<file path="config.mk">
export PLATFORM = sky130hd
export DESIGN_NAME = efm_pipe_acc
export DESIGN_NICKNAME = d
export VERILOG_FILES = /design/src/rtl/ddsm_pkg.sv /design/src/rtl/efm_acc_slice.sv /design/src/rtl/efm_pipe_acc.sv
export SDC_FILE = /design/constraint.sdc
export NUM_CORES = 1
export LEC_CHECK = 0
export CORE_MARGIN = 3
export CORE_UTILIZATION = 45
export CTS_CLUSTER_DIAMETER = 200
export DETAILED_ROUTE_END_ITERATION = 6
export HOLD_SLACK_MARGIN = 0.02
export PLACE_DENSITY_LB_ADDON = 0.15
export SKIP_CTS_REPAIR_TIMING = 1
export SYNTH_ARGS = -nofsm -noshare
export SYNTH_HDL_FRONTEND = slang
export SYNTH_SLANG_ARGS = --single-unit
</file>
<file path="constraint.sdc">
create_clock -name i_clk -period 4.8 [get_ports i_clk]
set_clock_uncertainty 0.2 [all_clocks]
set_input_delay 0.72 -clock i_clk [delete_from_list [all_inputs] [get_ports i_clk]]
set_output_delay 0.72 -clock i_clk [all_outputs]
set_load 0.005 [all_outputs]
</file>
<file path="src/rtl/ddsm_pkg.sv">
// Shared constants and helpers for the MASH delta-sigma modulator datapath.
// Latency: n/a (package only).
// Backpressure: n/a; stages stall through their own clock-enable inputs.
package ddsm_pkg;

    // Width of one lookahead-carry adder slice; one pipeline stage per slice.
    localparam int SLICE_W = 4;

    // Number of slices (and pipeline depth) for an accumulator of the given width.
    function automatic int nslice_of(input int width);
        return width / SLICE_W;
    endfunction

endpackage

</file>
<file path="src/rtl/efm_acc_slice.sv">
// One 4-bit slice of the pipelined accumulator: lookahead add with carry-in, registered sum and carry.
// Latency: 1 enabled cycle from i_x/i_cin to o_acc/o_cout.
// Backpressure: none; i_en=0 holds both registers, i_rst (sync, active-high) clears them with priority.
//
// Ports: i_clk, i_rst, i_en; i_x slice addend; i_cin carry from the slice below (already registered);
//        o_acc slice accumulator register; o_cout registered carry out of the last add.
module efm_acc_slice
    import ddsm_pkg::*;
(
    input  logic               i_clk,
    input  logic               i_rst,
    input  logic               i_en,
    input  logic [SLICE_W-1:0] i_x,
    input  logic               i_cin,
    output logic [SLICE_W-1:0] o_acc,
    output logic               o_cout
);

    logic [SLICE_W-1:0] r_acc;
    logic               r_cout;

    logic [SLICE_W-1:0] w_g;
    logic [SLICE_W-1:0] w_p;
    logic [SLICE_W:0]   w_c;
    logic [SLICE_W-1:0] w_sum;

    // Generate/propagate terms; every carry is a flat two-level expression
    // so the slice's critical path does not ripple through the bits.
    assign w_g = r_acc & i_x;
    assign w_p = r_acc ^ i_x;

    assign w_c[0] = i_cin;
    assign w_c[1] = w_g[0] | (w_p[0] & i_cin);
    assign w_c[2] = w_g[1] | (w_p[1] & w_g[0]) | (w_p[1] & w_p[0] & i_cin);
    assign w_c[3] = w_g[2] | (w_p[2] & w_g[1]) | (w_p[2] & w_p[1] & w_g[0])
                  | (w_p[2] & w_p[1] & w_p[0] & i_cin);
    assign w_c[4] = w_g[3] | (w_p[3] & w_g[2]) | (w_p[3] & w_p[2] & w_g[1])
                  | (w_p[3] & w_p[2] & w_p[1] & w_g[0])
                  | (w_p[3] & w_p[2] & w_p[1] & w_p[0] & i_cin);

    assign w_sum = w_p ^ w_c[SLICE_W-1:0];

    always_ff @(posedge i_clk) begin
        if (i_rst) begin
            r_acc  <= '0;
            r_cout <= 1'b0;
        end else if (i_en) begin
            r_acc  <= w_sum;
            r_cout <= w_c[SLICE_W];
        end
    end

    assign o_acc  = r_acc;
    assign o_cout = r_cout;

endmodule

</file>
<file path="src/rtl/efm_pipe_acc.sv">
// Pipelined first-order error-feedback accumulator (EFM1): acc <= (acc + x) mod 2^WIDTH, carry = overflow.
// Latency: NSLICE enabled cycles from i_x to o_carry/o_err.
// Backpressure: none; i_en=0 freezes the whole pipeline (outputs hold), only o_valid drops.
//
// Ports: i_clk, i_rst (sync, active-high), i_en sample strobe, i_x increment;
//        o_carry overflow bit, o_err residue to next MASH stage, o_valid fresh aligned sample.
// WIDTH must be a multiple of 4 and at least 8.
module efm_pipe_acc
    import ddsm_pkg::*;
#(
    parameter int WIDTH = 16
) (
    input  logic             i_clk,
    input  logic             i_rst,
    input  logic             i_en,
    input  logic [WIDTH-1:0] i_x,
    output logic             o_carry,
    output logic [WIDTH-1:0] o_err,
    output logic             o_valid
);

    localparam int NSLICE = nslice_of(WIDTH);
    localparam int CNT_W  = $clog2(NSLICE + 1);
    localparam logic [CNT_W-1:0] CNT_MAX  = CNT_W'(NSLICE);
    localparam logic [CNT_W-1:0] CNT_FULL = CNT_W'(NSLICE - 1);

    logic [NSLICE-1:0] w_cout;
    logic [WIDTH-1:0]  w_acc;
    logic [WIDTH-1:0]  w_err;
    logic [CNT_W-1:0]  r_cnt;
    logic              r_valid;

    for (genvar k = 0; k < NSLICE; k++) begin : g_slice
        logic [SLICE_W-1:0] w_xin;
        logic               w_cin;

        // Input skew: slice k sees its part of a sample k enabled cycles late,
        // exactly when the carry from that sample's lower slices arrives.
        if (k == 0) begin : g_noskew
            assign w_xin = i_x[SLICE_W-1:0];
            assign w_cin = 1'b0;
        end else begin : g_skew
            logic [SLICE_W-1:0] r_sk [k];

            always_ff @(posedge i_clk) begin
                if (i_rst) begin
                    for (int j = 0; j < k; j++) r_sk[j] <= '0;
                end else if (i_en) begin
                    r_sk[0] <= i_x[k*SLICE_W +: SLICE_W];
                    for (int j = 1; j < k; j++) r_sk[j] <= r_sk[j-1];
                end
            end

            assign w_xin = r_sk[k-1];
            assign w_cin = w_cout[k-1];
        end

        efm_acc_slice u_slice (
            .i_clk  (i_clk),
            .i_rst  (i_rst),
            .i_en   (i_en),
            .i_x    (w_xin),
            .i_cin  (w_cin),
            .o_acc  (w_acc[k*SLICE_W +: SLICE_W]),
            .o_cout (w_cout[k])
        );

        // Output deskew: lower slices finish earlier, so they wait the remaining
        // NSLICE-1-k enabled cycles to line up with the top slice and its carry.
        if (k == NSLICE - 1) begin : g_nodeskew
            assign w_err[k*SLICE_W +: SLICE_W] = w_acc[k*SLICE_W +: SLICE_W];
        end else begin : g_deskew
            localparam int D = NSLICE - 1 - k;
            logic [SLICE_W-1:0] r_dsk [D];

            always_ff @(posedge i_clk) begin
                if (i_rst) begin
                    for (int j = 0; j < D; j++) r_dsk[j] <= '0;
                end else if (i_en) begin
                    r_dsk[0] <= w_acc[k*SLICE_W +: SLICE_W];
                    for (int j = 1; j < D; j++) r_dsk[j] <= r_dsk[j-1];
                end
            end

            assign w_err[k*SLICE_W +: SLICE_W] = r_dsk[D-1];
        end
    end

    // Fill counter: outputs only carry a real sample once NSLICE enabled edges
    // have pushed one all the way through; saturates so it never wraps.
    always_ff @(posedge i_clk) begin
        if (i_rst) begin
            r_cnt   <= '0;
            r_valid <= 1'b0;
        end else if (i_en) begin
            if (r_cnt != CNT_MAX) r_cnt <= r_cnt + 1'b1;
            r_valid <= (r_cnt >= CNT_FULL);
        end else begin
            r_valid <= 1'b0;
        end
    end

    assign o_carry = w_cout[NSLICE-1];
    assign o_err   = w_err;
    assign o_valid = r_valid;

endmodule

</file>
==> qor.yml, run 1 <==
num_io_pins: 37
coreArea_sq_um: 7290
clkSinkCount: 72
power.density_nw_per_um2: 357
r2r_slack_ns: 2.95
fp-row-count: 31
endpoint_kind: "register"
fin_ws_ns: 1.80
synth_nets: 323
synth-edff-count: 48
cp_top_family: "buffers and inverters"
register_area_sq_um: 1920
cts_htree_levels: 3
grt_pass1_wl_um: 9800
syn_area_sq_um: 3390
required_ns: 4.65
drv_cap: 0
root_buffer: "clkbuf_8"
finalCritPeriodShare_pct: 62.6
synth_cells: 281
multi_input_area_sq_um: 1250
postSynth.asyncResetShare_pct: 0
postSynthAreaPerCell_sq_um: 12.1
firstDrtPassIters: 4
routedWlPerCell_um: 13.5
hold_start: "g_slice[2].u_slice.o_acc[0]$_SDFFE_PP0P_"
initial_core_util_pct: 46.6
final_cell_mix: "edfxtp_1 (48), and2_1 (42), clkdlybuf4s50_1 (36)"
worst-path-max-fanout: 33
area_delta_synth_final_pct: 17.9
setup_tns_ns: 0
clk_latency_ns: 0.34
synth_seq_cells: 72
synthFlopType: "edfxtp_1"
layout_min_cycle_time_ns: 3.00
rsz0062_at_grt: "false"
ant_nets: 0
diodes: 0
nets: 354
min_path_type: "register to register"
grt_max_degree: 34
reg2reg_depth: 4
fillers: 672
setup_violations: 0
grt.total_usage_pct: 14.9
maxSlewViolCount: 0
grt-ovfl-total: 0
r2r_end: "g_slice[1].u_slice.o_acc[2]$_SDFFE_PP0P_"
cts_tree: "done"
cts_buffer_depth: 2
vdd_drop_max_mv: 0.198
whs_endpoint: "g_slice[2].u_slice.o_acc[0]$_SDFFE_PP0P_"
antenna_found_initial: 0
io_buffers: 36
slowest_stage: "clkdlybuf4s50_1"
routed_wl_um: 5620
drc: 0
max_stage_delay_ns: 1.02
whs_path_depth: 2
critical_path.cell_chain: "clkdlybuf4s50_1, or2_2, buf_4"
crit_buf_inv: 2
timing.fmax_ghz: 0.333
dieArea_sq_um: 8620
synth_cell_types: 39
final_common_cell: "edfxtp_1"
synth_warnings: 0
crit_type: "primary input to register"
dp_hpwl_um: 3740
grt_pass1_vias: 2075
gp_congestion: 0.737
pre_cts_ws_ns: 1.40
die_w_um: 92.9
p_leak_nw: 1.57
dieHeight_um: 92.9
cp.arrival_ns: 2.85
path_clk_slew_ns: 0.08
worst_pin_slew_ns: 0.841
slew_headroom_pct: 43.7
numCtsBuffers: 9
num_vias: 2034
fin_util_pct: 54.9
viasPerCell: 4.89
drive_above_1_share_pct: 8.83
hold_viol: 0
cp-start-kind: "primary input"
drtIter0Drc: 99
outcome: "finished, final reports clean"
yosysSeqAreaShare_pct: 56.6
r2r_start: "g_slice[1].g_skew.r_sk[0][0]$_SDFFCE_PN0P_"
per-layer routing:
| metal | GRT usage (%) | share of wire (%) | up-vias |
|---|---|---|---|
| li1 | - | - | 1035 |
| met1 | 20.1 | 49 | 950 |
| met2 | 22.0 | 44 | 41 |
| met3 | 4.39 | 5.0 | 8 |
| met4 | 6.96 | 1.7 | 0 |
| met5 | 0 | 0 | - |
synthesized netlist by cell type, types with 4 or more instances:
cell type / instances / area [sq um]
and2_1: 42 / 263
mux2i_1: 9 / 90.1
nor2_1: 24 / 90.1
clkbuf_1: 5 / 18.8
nand2_1: 4 / 15.0
inv_1: 22 / 82.6
nor3b_1: 4 / 30.0
fa_1: 4 / 80.1
xnor2_1: 5 / 43.8
ha_1: 19 / 238
edfxtp_1: 48 / 1440
o21ai_0: 10 / 50.1
a211oi_1: 10 / 75.1
dfxtp_1: 24 / 480
buf_4: 12 / 90.1
state kept, by name, indices dropped and copies added (netlist names):
signal                  count
g_slice.g_skew.r_sk        24
g_slice.g_deskew.r_dsk     24
g_slice.u_slice.o_acc      16
r_cnt                       3
g_slice.u_slice.o_cout      4
o_valid                     1
stage by stage:
stage / power [mW] / cells / area (sq um) / hold slack [ns]
3_3_place_gp: 0.910 / 400 / 3780 / 0.287
2_1_floorplan: 0.856 / 281 / 3390 / 0.272
4_1_cts: 1.44 / 416 / 4000 / 0.305
5_1_grt: 1.50 / 416 / 4000 / 0.333
3_5_place_dp: 0.915 / 400 / 3780 / 0.294
6_report: 1.43 / 416 / 4000 / 0.308
worst reg2reg max path, delay by kind of cell (launching register included):
family | cells | cell delay (ns)
AOI/OAI and AO/OA | 3 | 0.83
adders and majority gates | 1 | 0.30
DFF | 1 | 0.40
worst max-delay path by stage:
stage                     start                                              to  slack, ns  cells past startpoint
after floorplan            i_en   g_slice[0].g_deskew.r_dsk[0][0]$_SDFFCE_PN0P_       2.40                      4
after global placement     i_en  g_slice[0].g_deskew.r_dsk[0][10]$_SDFFCE_PN0P_       1.44                      3
after detailed placement   i_en      g_slice[1].g_skew.r_sk[0][1]$_SDFFCE_PN0P_       1.40                      3
after CTS                  i_en      g_slice[1].g_skew.r_sk[0][1]$_SDFFCE_PN0P_       1.76                      3
after global routing       i_en   g_slice[1].g_deskew.r_dsk[0][2]$_SDFFCE_PN0P_       1.66                      3
final                      i_en   g_slice[1].g_deskew.r_dsk[0][1]$_SDFFCE_PN0P_       1.80                      3
cells by family after synthesis:
| logic type | synth area share (%) |
|---|---|
| AOI/OAI and AO/OA | 8.66 |
| buffers and inverters | 6.41 |
| and+or+nand+nor | 15.0 |
| muxes | 2.65 |
| adders and majority gates | 9.36 |
| DFF | 56.6 |
| xor gates and xnor gates | 1.29 |
layout make-up:
cell class	count	share of cell area (%)
repair buffers	41	9.94
well taps	99	3.10
inverters	22	2.06
multi-input cells	166	31.4
clock buffers	10	3.44
clock inverters	6	2.06
flip-flops and latches	72	48.0
where the power goes:
group	switching, mW	internal (mW)
clock network	0.224	0.304
registers	0.0207	0.708
logic	0.0824	0.0880
total	0.328	1.10
(Power assumes the default switching activity.)
==> inputs of run 2 (changes only) <==
==> constraint.sdc (replaced) <==
create_clock -name i_clk -period 2.75 [get_ports i_clk]
set_clock_uncertainty 0.2 [all_clocks]
set_input_delay 0.4125 -clock i_clk [delete_from_list [all_inputs] [get_ports i_clk]]
set_output_delay 0.4125 -clock i_clk [all_outputs]
set_load 0.005 [all_outputs]
==> run 2 against run 1 <==
Effect of this change:
- routed wire length shrank 1.3%
- power grew 76%
- global-route usage shrank 0.68 points
- non-clock buffer count grew 2
- sequential power grew 74%
- critical path type unchanged
- register-to-register slack lost 2.1 ns
- largest cell class unchanged
- first-iteration DRC count grew 19%
- cell area grew 0.91%
- final cell count grew 0.48%
- critical endpoint is now g_slice[0].u_slice.o_acc[3]$_SDFFE_PP0P_
==> qor.yml, run 2 (synthesized netlist as in run 1, its figures left out) <==
dieHeight_um: 92.9  # unchanged
slew_headroom_pct: 62.3  # was 43.7%
grt_pass1_wl_um: 9350  # was 9800 um
nets: 356  # was 354
min_path_type: "register to register"  # unchanged
r2r_start: "g_slice[1].g_skew.r_sk[0][0]$_SDFFCE_PN0P_"  # unchanged
layout_min_cycle_time_ns: 1.95
setup_violations: 0  # unchanged
dp.cells: 402  # was 400
power.density_nw_per_um2: 621  # was 357 nW/um^2
cp-start-kind: "primary input"  # unchanged
setup_tns_ns: 0  # unchanged
finalCritPeriodShare_pct: 70.9
diodes: 0  # unchanged
r2r_slack_ns: 0.90  # was 2.95 ns
initial_core_util_pct: 46.6  # unchanged
worst-path-max-fanout: 3  # was 33
die_w_um: 92.9  # unchanged
endpoint: "g_slice[0].u_slice.o_acc[3]$_SDFFE_PP0P_"  # was g_slice[1].g_deskew.r_dsk[0][1]$_SDFFCE_PN0P_
cp_top_family: "simple AND/OR/NAND/NOR gates"  # was buffers and inverters
pre_cts_ws_ns: 0.453  # was 1.40 ns
viasPerCell: 4.77  # was 4.89
instances_no_fill: 418  # was 416
slowest_stage: "or4_1"  # was clkdlybuf4s50_1
required_ns: 2.78  # was 4.65 ns
root_buffer: "clkbuf_8"  # unchanged
vdd_drop_max_mv: 0.285  # was 0.198 mV
crit_type: "primary input to register"  # unchanged
grt-ovfl-total: 0  # unchanged
fin_util_pct: 55.4  # was 54.9%
endpoint_kind: "register"  # unchanged
grt.total_usage_pct: 14.2  # was 14.9%
grt_pass1_vias: 1924  # was 2075
routedWlPerCell_um: 13.3  # was 13.5 um
num_vias: 1994  # was 2034
dp_hpwl_um: 3710  # was 3740 um
firstDrtPassIters: 4  # unchanged
final_cell_mix: "edfxtp_1 (48), and2_1 (42), clkdlybuf4s50_1 (36)"  # unchanged
r2r_end: "g_slice[1].u_slice.o_acc[2]$_SDFFE_PP0P_"  # unchanged
path_clk_slew_ns: 0.07  # was 0.08 ns
placed_area_sq_um: 3810  # was 3780 sq um
dieArea_sq_um: 8620  # unchanged
cp.arrival_ns: 1.98  # was 2.85 ns
critical_path.cell_chain: "clkdlybuf4s50_1, ha_1, and3_1, or4_1, o311ai_0"  # was clkdlybuf4s50_1, or2_2, buf_4
reg2reg_depth: 4  # unchanged
ant_nets: 0  # unchanged
drc: 0  # unchanged
coreArea_sq_um: 7290  # unchanged
fillers: 650  # was 672
fin_ws_ns: 0.801  # was 1.80 ns
fp-row-count: 31  # unchanged
grt_max_degree: 47  # was 34
io_buffers: 36  # unchanged
final_common_cell: "edfxtp_1"  # unchanged
timing.fmax_ghz: 0.513
max_stage_delay_ns: 0.51  # was 1.02 ns
crit_path_start: "i_x[2]"  # was i_en
crit_buf_inv: 1  # was 2
cts_htree_levels: 3  # unchanged
antenna_found_initial: 0  # unchanged
clk_latency_ns: 0.34  # about the same
p_leak_nw: 1.58  # was 1.57 nW
final_area_sq_um: 4040  # was 4000 sq um
path_depth: 5  # was 3
area_delta_synth_final_pct: 18.9  # was 17.9%
routed_wl_um: 5540  # was 5620 um
outcome: "finished, final reports clean"  # unchanged
clkSinkCount: 72  # unchanged
drive_above_1_share_pct: 9.40  # was 8.83%
rsz0062_at_grt: "false"  # unchanged
register_area_sq_um: 1920  # unchanged
numCtsBuffers: 9  # unchanged
hold_viol: 0  # unchanged
drv_cap: 0  # unchanged
maxSlewViolCount: 0  # unchanged
worst_pin_slew_ns: 0.563  # was 0.841 ns
num_io_pins: 37  # unchanged
multi_input_area_sq_um: 1250  # unchanged
cts_buffer_depth: 2  # unchanged
cts_tree: "done"  # unchanged
gp_congestion: 0.751  # was 0.737
drtIter0Drc: 118  # was 99
run 2: area by class of cell:
cell class	instances	share of cell area, %
sequential	72	47.6
clock inverter	6	2.26
tap	99	3.07
clock buffer	10	3.41
inverter	22	2.05
timing repair buffer	43	10.5
multi-input combinational	166	31.1
run 2: how the worst min path moves through the flow:
| stage | cells after the start | startpoint | to |
|---|---|---|---|
| 5_1_grt | 1 | g_slice[1].g_deskew.r_dsk[0][2]$_SDFFCE_PN0P_ | g_slice[1].g_deskew.r_dsk[0][6]$_SDFFCE_PN0P_ |
| 3_3_place_gp | 2 | g_slice[2].u_slice.o_acc[0]$_SDFFE_PP0P_ | g_slice[2].u_slice.o_acc[0]$_SDFFE_PP0P_ |
| 2_1_floorplan | 2 | g_slice[1].u_slice.o_acc[0]$_SDFFE_PP0P_ | g_slice[1].u_slice.o_acc[0]$_SDFFE_PP0P_ |
| 4_1_cts | 2 | g_slice[2].u_slice.o_acc[0]$_SDFFE_PP0P_ | g_slice[2].u_slice.o_acc[0]$_SDFFE_PP0P_ |
| 3_5_place_dp | 2 | g_slice[2].u_slice.o_acc[0]$_SDFFE_PP0P_ | g_slice[2].u_slice.o_acc[0]$_SDFFE_PP0P_ |
| 6_report | 2 | g_slice[2].u_slice.o_acc[0]$_SDFFE_PP0P_ | g_slice[2].u_slice.o_acc[0]$_SDFFE_PP0P_ |
run 2: routing by layer:
layer  up-vias  part of all wire (%)  wire, um  GRT usage [%]
li1       1039                     -         -              -
met3        14                   3.6       199           3.17
met4         0                   2.6       146           8.06
met2        29                    44      2430           21.4
met5         -                     0         0              0
met1       912                    50      2770           18.8
run 2: worst min-delay path: stages (launching register included):
cell	delay (ns)
dfxtp_1	0.33
nor2_1	0.08
a211oi_1	0.05
run 2: stage by stage:
stage	power [mW]	hold slack (ns)
after floorplan	1.49	0.272
after global placement	1.59	0.287
after detailed placement	1.60	0.291
after CTS	2.54	0.303
after global routing	2.63	0.334
final	2.51	0.302
run 2: power breakdown:
part           internal [mW]  switching [mW]  leakage (nW)  total (mW)
Combinational          0.157           0.143         0.750       0.300
Clock                  0.538           0.398         0.105       0.936
Sequential              1.24          0.0363         0.725        1.27
==> inputs of run 3 (changes only) <==
==> constraint.sdc (replaced) <==
create_clock -name i_clk -period 1.66 [get_ports i_clk]
set_clock_uncertainty 0.2 [all_clocks]
set_input_delay 0.249 -clock i_clk [delete_from_list [all_inputs] [get_ports i_clk]]
set_output_delay 0.249 -clock i_clk [all_outputs]
set_load 0.005 [all_outputs]
==> run 3 against run 2 <==
Effect of this change:
- the run now ends with negative setup slack left
- routed wire length increased by 7.9%
- largest cell class unchanged
- cell area grew 8.1%
- highest routed layer unchanged
- core utilization rose by 4.5 points
- worst setup slack worse by 0.80 ns
- register-to-register slack lost 0.89 ns
- global-route usage rose by 0.49 points
- final cell count rose by 4.8%
- sequential power up 67%
==> qor.yml, run 3 (synthesized netlist as in run 1, its figures left out) <==
fin_util_pct: 59.8  # was 55.4%
drc: 0  # unchanged
firstDrtPassIters: 4  # unchanged
fp-row-count: 31  # unchanged
whs_path_depth: 4  # was 2
routed_wl_um: 5980  # was 5540 um
final_cell_mix: "edfxtp_1 (48), and2_1 (42), nor2_1 (24)"  # was edfxtp_1 (48), and2_1 (42), clkdlybuf4s50_1 (36)
routedWlPerCell_um: 13.7  # was 13.3 um
root_buffer: "clkbuf_8"  # unchanged
dieHeight_um: 92.9  # unchanged
r2r_slack_ns: 0.01  # was 0.90 ns
diodes: 0  # unchanged
clkSinkCount: 72  # unchanged
outcome: "complete, but fails checks"  # was finished, final reports clean
io_buffers: 36  # unchanged
hold_viol: 0  # unchanged
pre_cts_ws_ns: -0.440  # was 0.453 ns
grt_pass1_wl_um: 9760  # was 9350 um
maxSlewViolCount: 0  # unchanged
cp.arrival_ns: 1.71  # was 1.98 ns
setup_violations: 1  # was 0
numCtsBuffers: 9  # unchanged
cts_buffer_depth: 2  # unchanged
clk_latency_ns: 0.34  # about the same
whs_endpoint: "g_slice[0].u_slice.o_acc[1]$_SDFFE_PP0P_"  # was g_slice[2].u_slice.o_acc[0]$_SDFFE_PP0P_
p_leak_nw: 1.93  # was 1.58 nW
required_ns: 1.71  # was 2.78 ns
nets: 376  # was 356
coreArea_sq_um: 7290  # unchanged
grt.total_usage_pct: 14.7  # was 14.2%
rsz0062_at_grt: "true"  # was false
initial_core_util_pct: 46.6  # unchanged
r2r_start: "g_slice[2].g_skew.r_sk[0][4]$_SDFFCE_PN0P_"  # was g_slice[1].g_skew.r_sk[0][0]$_SDFFCE_PN0P_
vdd_drop_max_mv: 0.636  # was 0.285 mV
drive_above_1_share_pct: 20.9  # was 9.40%
num_io_pins: 37  # unchanged
endpoint_kind: "register"  # unchanged
ant_nets: 0  # unchanged
drv_cap: 0  # unchanged
total_power_mw: 4.11  # was 2.51 mW
setup_tns_ns: -0.000112  # was 0 ns
drtIter0Drc: 77  # was 118
slew_headroom_pct: 76.4  # was 62.3%
layout_min_cycle_time_ns: 1.66
r2r_end: "g_slice[2].u_slice.o_acc[3]$_SDFFE_PP0P_"  # was g_slice[1].u_slice.o_acc[2]$_SDFFE_PP0P_
hold_start: "i_x[1]"  # was g_slice[2].u_slice.o_acc[0]$_SDFFE_PP0P_
num_vias: 2113  # was 1994
dieArea_sq_um: 8620  # unchanged
power.density_nw_per_um2: 942  # was 621 nW/um^2
cts_tree: "done"  # unchanged
die_w_um: 92.9  # unchanged
min_path_type: "primary input to register"  # was register to register
violations: "negative setup slack"
gp_congestion: 0.811  # was 0.751
grt-ovfl-total: 0  # unchanged
grt_pass1_vias: 2075  # was 1924
dp_hpwl_um: 3950  # was 3710 um
crit_type: "primary input to register"  # unchanged
worst_pin_slew_ns: 0.351  # was 0.563 ns
path_clk_slew_ns: 0.08  # was 0.07 ns
viasPerCell: 4.82  # was 4.77
grt_max_degree: 33  # was 47
cts_htree_levels: 3  # unchanged
finalCritPeriodShare_pct: 100
area_delta_synth_final_pct: 28.5  # was 18.9%
final_common_cell: "edfxtp_1"  # unchanged
antenna_found_initial: 0  # unchanged
hold-worst-slack_ns: 0.283  # was 0.302 ns
worst-path-max-fanout: 3  # unchanged
fin_ws_ns: -0.000112  # was 0.801 ns
timing.fmax_ghz: 0.602
reg2reg_depth: 4  # unchanged
cp-start-kind: "primary input"  # unchanged
-- run 3: routing by layer --
layer  up-vias  part of all wire (%)  global-route usage [%]
met2        31                    47                    22.6
met5         -                     0                       0
li1       1083                     -                       -
met1       990                    48                    19.2
met3         9                   4.1                    4.39
met4         0                   1.6                    6.23
-- run 3: worst max path at each step --
stage / start / end / slack (ns)
floorplan: i_en / g_slice[0].g_deskew.r_dsk[0][0]$_SDFFCE_PN0P_ / 0.02
global placement: i_x[1] / g_slice[0].u_slice.o_acc[3]$_SDFFE_PP0P_ / -0.39
detailed placement: i_x[1] / g_slice[0].u_slice.o_acc[3]$_SDFFE_PP0P_ / -0.44
CTS: g_slice[3].u_slice.o_acc[0]$_SDFFE_PP0P_ / o_err[12] / -0.14
global route: g_slice[0].u_slice.o_acc[1]$_SDFFE_PP0P_ / g_slice[0].u_slice.o_acc[1]$_SDFFE_PP0P_ / -0.02
finish: i_x[2] / g_slice[0].u_slice.o_acc[3]$_SDFFE_PP0P_ / -0.0001
-- run 3: cell type report --
type / count / area, sq um
well taps: 99 / 124
inverters: 22 / 82.6
flip-flops and latches: 72 / 1930
clock buffers: 9 / 124
clock inverters: 7 / 70.1
multi-input cells: 166 / 1380
repair buffers: 63 / 653
fillers: 626 / 2930
-- run 3: stage by stage --
stage          cells  instance area [sq um]
2_1_floorplan    281                   3400
3_5_place_dp     422                   4000
6_report         438                   4360
5_1_grt          438                   4360
4_1_cts          438                   4190
3_3_place_gp     422                   4000
-- run 3: report_power, final --
part | internal (mW) | switching [mW] | total (mW)
combinational | 0.352 | 0.276 | 0.628
clock | 0.693 | 0.672 | 1.37
sequential | 2.05 | 0.0679 | 2.12
total | 3.09 | 1.02 | 4.11
-- run 3: worst max-delay path, cell delays in order --
cell and delay [ns]:
clkdlybuf4s50_1 0.51, ha_4 0.21, a21o_1 0.19, or4_4 0.48, o311ai_2 0.08
